===== src/rtl/bcd_display_scan.sv =====
// Multiplexed BCD seven-segment display scanner.
// One digit is lit per slot of SCAN_MAX cycles; the BCD value is captured
// once per frame so a frame never mixes two input values.
// Optional feature macro: LEADING_ZERO_BLANK_EN (blank leading zero digits).
`timescale 1ns/1ps

module bcd_display_scan #(
    parameter int unsigned Ndigit   = 4,
    parameter int unsigned SCAN_MAX = 100000
) (
    input  logic                  clk,
    input  logic                  rst,
    input  logic                  en,
    input  logic [4*Ndigit-1:0]   BCD,
    output logic [Ndigit-1:0]     anode,
    output logic [6:0]            seg,
    output logic                  dp
);

    localparam int unsigned PW = $clog2(SCAN_MAX);
    localparam int unsigned IW = (Ndigit > 1) ? $clog2(Ndigit) : 1;
    localparam int unsigned BW = 4 * Ndigit;
    localparam logic [6:0]  SEG_OFF = 7'b1111111;

    logic [PW-1:0]      r_presc;
    logic [IW-1:0]      r_idx;
    logic [BW-1:0]      r_snap;
    logic [Ndigit-1:0]  r_anode;
    logic [6:0]         r_seg;
    logic               r_dp;

    logic               w_tick;
    logic               w_wrap;
    logic [3:0]         w_digit;
    logic [Ndigit-1:0]  w_anode;
    logic [6:0]         w_seg;
    logic [Ndigit-1:0]  w_blank;
    logic               w_lit;

    assign w_tick = en && (r_presc == PW'(SCAN_MAX - 1));
    assign w_wrap = (r_idx == IW'(Ndigit - 1));

    // Slot prescaler, digit index and per-frame BCD snapshot; all hold while en=0.
    always_ff @(posedge clk) begin
        if (rst) begin
            r_presc <= '0;
            r_idx   <= '0;
            r_snap  <= '0;
        end else if (en) begin
            if (w_tick) begin
                r_presc <= '0;
                if (w_wrap) begin
                    r_idx  <= '0;
                    r_snap <= BCD;
                end else begin
                    r_idx  <= r_idx + IW'(1);
                end
            end else begin
                r_presc <= r_presc + PW'(1);
            end
        end
    end

    // Select the active digit nibble and its active-low anode pattern.
    always_comb begin
        w_digit = 4'h0;
        w_anode = '1;
        for (int k = 0; k < int'(Ndigit); k++) begin
            if (r_idx == IW'(k)) begin
                w_digit    = r_snap[4*k +: 4];
                w_anode[k] = 1'b0;
            end
        end
    end

`ifdef LEADING_ZERO_BLANK_EN
    // Digit k>0 is blanked when it and every more significant digit are zero.
    always_comb begin
        logic v_all_zero;
        v_all_zero = 1'b1;
        w_blank    = '0;
        for (int k = int'(Ndigit) - 1; k > 0; k--) begin
            v_all_zero = v_all_zero && (r_snap[4*k +: 4] == 4'h0);
            w_blank[k] = v_all_zero;
        end
    end
`else
    assign w_blank = '0;
`endif

    assign w_lit = ~|(w_blank & ~w_anode);

    // BCD to active-low gfedcba; non-decimal codes show a dash.
    always_comb begin
        w_seg = 7'b0111111;
        case (w_digit)
            4'd0: w_seg = 7'b1000000;
            4'd1: w_seg = 7'b1111001;
            4'd2: w_seg = 7'b0100100;
            4'd3: w_seg = 7'b0110000;
            4'd4: w_seg = 7'b0011001;
            4'd5: w_seg = 7'b0010010;
            4'd6: w_seg = 7'b0000010;
            4'd7: w_seg = 7'b1111000;
            4'd8: w_seg = 7'b0000000;
            4'd9: w_seg = 7'b0010000;
            default: w_seg = 7'b0111111;
        endcase
    end

    // Registered display drive; blank during reset, while disabled, or on a blanked digit.
    always_ff @(posedge clk) begin
        if (rst) begin
            r_anode <= '1;
            r_seg   <= SEG_OFF;
            r_dp    <= 1'b1;
        end else if (en && w_lit) begin
            r_anode <= w_anode;
            r_seg   <= w_seg;
            r_dp    <= 1'b1;
        end else begin
            r_anode <= '1;
            r_seg   <= SEG_OFF;
            r_dp    <= 1'b1;
        end
    end

    assign anode = r_anode;
    assign seg   = r_seg;
    assign dp    = r_dp;

endmodule


===== config.mk =====
export PLATFORM = sky130hd
export DESIGN_NAME = bcd_display_scan
export DESIGN_NICKNAME = d
export VERILOG_FILES = /design/src/rtl/bcd_display_scan.sv
export SDC_FILE = /design/constraint.sdc
export NUM_CORES = 1
export LEC_CHECK = 0
export ABC_AREA = 1
export CAP_MARGIN = 20
export CORE_ASPECT_RATIO = 1.5
export CORE_UTILIZATION = 29
export DETAILED_ROUTE_END_ITERATION = 10
export GPL_ROUTABILITY_DRIVEN = 1
export PLACE_DENSITY = 0.6
export SLEW_MARGIN = 20
export SYNTH_ARGS = -nofsm -noshare
export SYNTH_HDL_FRONTEND = slang
export SYNTH_SLANG_ARGS = --single-unit

===== constraint.sdc =====
create_clock -name clk -period 1.8 [get_ports clk]
set_clock_uncertainty 0.1 [all_clocks]
set_input_delay 0.27 -clock clk [delete_from_list [all_inputs] [get_ports clk]]
set_output_delay 0.27 -clock clk [all_outputs]
set_load 0.005 [all_outputs]

==> flow_summary.ini <==
[power]
clock_power_share_pct = 47.1
p_leak_nw = 1.39
power_density_nw_per_um2 = 680
finalPower_mw = 2.19
seq_power_share_pct = 47.1
power_switching_mw = 0.431
combPwrFrac_pct = 5.7
p_int_mw = 1.76
peakVddDrop_mv = 0.360
p_sw_share_pct = 19.7

[synthesis]
postSynthAreaPerCell_um2 = 7.21
muxShareOfSynthArea_pct = 0
ys.flop_type = dfxtp_1
ys_ff_latch = 46
synth_area_um2 = 2350
async_flop_share_pct = 0
synth-adder-area-share_pct = 3.19
synthCells = 326
synthSimpleGateAreaFrac_pct = 39.0
seq_area_frac_synth_pct = 39.2
syn_nets = 351
synth_compound_area_share_pct = 6.98
ys_warn_count = 0
synth_top_family_by_area = simple AND/OR/NAND/NOR gates
synth.distinct_cells = 29
synth_edf_count = 0
synthXorXnorAreaFrac_pct = 1.12

[final_layout]
post-route-util_pct = 41.8
final_nets = 408
antenna_cells = 0
layout_commonest_cell = nand2_1
drive_gt1_share_pct = 22.4
mostFrequentLayoutCells = 81 x nand2_1, 44 x dfxtp_1, 43 x nor2_1, 40 x inv_1
stdcell_count = 486
area_growth_pct = 37.3
fin_area_um2 = 3230

[clock_network]
cts_htree_levels = 2
cts.sinks = 46
clk_pin_slew_ns = 0.06
cts_tree = yes
cts_hold_buf = 0
clk_latency_ns = 0.28
cts-root-buf = clkbuf_16
cts_buffer_depth = 2
cts_buffers = 5

[place]
io_buffer_count = 29
pre_cts_slack_ns = -0.122
post-dp-hpwl_mm = 3.92
placed_cells = 477
place_area_um2 = 2940
gp_congestion = 0.816

[worst_setup_path]
crit_fanout = 5
crit_path_end_kind = register
path_class = register to register
cp.required_ns = 1.88
rrSetupSlack_ns = 0.08
start_kind = register
arrival_ns = 1.79

[global_route]
antenna_found_initial = 0
grt_pass1_vias = 2212
gr-total-overflow = 0
grt_max_degree = 33
grt_pass1_wl_mm = 9.25
grtUsageTotal_pct = 14.0

[timing]
hold_viol = 0
holdWs_ns = 0.393
slew_violations = 0
rsz0062_at_grt = true
setup_slack_ns = 0.0850
fin_crit_sh_pct = 95.3
tns_ns = 0
setup_viol = 0
final.min_clock_period_ns = 1.72
fmax_mhz = 583

[detailed_routing]
drc_errors = 0
drtIter0Drc = 90
dr.pass1.iters = 4
wl_per_cell_um = 10.8
vias = 2143
ant_nets = 0
drt_wl_total_mm = 5.25
vias_per_cell = 4.41

[die]
initial_utilization_pct = 30.5
core_um2 = 7710
pin_count = 31
die_h_um = 112
die_w_um = 75.5
rows = 39
die_area_um2 = 8470

[hold_path]
hp-class = register to register

[run_status]
status = complete, no violations

[run]
drv_cap = 0
[cell families (layout without fill, tap and decap cells)]
logic type,after synthesis,after routing
simple gates,184,184
buf+inv,57,115
flops,46,46
compound gates,29,29
fa+ha+maj,6,6
xor+xnor,3,3
other cells,1,1
[state kept, by name, summed over array words and instances (netlist names)]
register,flops
r_presc,17
r_snap,16
seg,7
anode,4
r_idx,2
[area by class of cell]
cell class,count,area (µm²)
inverters,47,179
multi-input cells,223,1290
repair buffers,60,539
clock inverters,1,30.0
clock buffers,7,133
well taps,102,128
flip-flops and latches,46,926
fillers,833,4480
[synthesized netlist by cell type, types with 3 or more instances]
cell type	number	area share [%]
o21ai_0	7	1.5
nor2_1	43	6.9
buf_4	3	0.96
nand3_2	3	1.3
nand2_1	85	14
dfxtp_1	46	39
xor2_1	3	1.1
buf_2	3	0.64
a21oi_1	15	3.2
nor3b_1	7	2.2
nand3_1	18	3.8
inv_1	45	7.2
nor3b_2	14	7.5
ha_1	6	3.2
nand4_1	3	0.80
nor3_1	6	1.3
[critical path, stage by stage, from the launching register on]
cell and delay (ns):
dfxtp_4 0.36, buf_6 0.12, ha_4 0.17, inv_4 0.07
nand2_1 0.06, nand3_2 0.07, nand2_2 0.06, o21ai_2 0.07
inv_2 0.07, ha_4 0.26, inv_2 0.03, nand2_2 0.04
nand2_1 0.04, nand2_1 0.05, nand2_1 0.04
[power by group through the flow]
stage	Sequential, mW	Clock [mW]	Combinational [mW]
6_report	1.03	1.03	0.126
5_1_grt	1.03	1.11	0.138
4_1_cts	1.03	1.06	0.125
3_5_place_dp	1.06	0	0.125
3_3_place_gp	1.06	0	0.124
2_1_floorplan	1.06	0	0.0356
[layer usage]
layer	track usage (%)	routed length (µm)	vias to the layer above
li1	-	-	1132
met1	14.7	2110	961
met2	25.8	2850	37
met3	2.87	170	13
met4	5.93	125	0
met5	0	0	-
[worst paths after layout]
| kind | startpoint | to | depth (start not counted) |
|---|---|---|---|
| setup / recovery | r_idx[0]$_SDFFE_PP0P_ | seg[3]$_SDFF_PP1_ | 14 |
| setup reg to reg | r_idx[0]$_SDFFE_PP0P_ | seg[3]$_SDFF_PP1_ | 14 |
| hold reg to reg | r_presc[14]$_SDFFE_PP0P_ | r_presc[14]$_SDFFE_PP0P_ | 2 |
| hold / removal | r_presc[14]$_SDFFE_PP0P_ | r_presc[14]$_SDFFE_PP0P_ | 2 |
[repair_timing]
action / 4_1_cts / 5_1_grt
pin swaps: 2 / 9
endpoints found under the setup margin: 6 / 10
endpoints found under the hold margin: 0 / 0
gates resized for setup: 8 / 24
buffers inserted: 0 / 1
(Power assumes the default switching activity.)
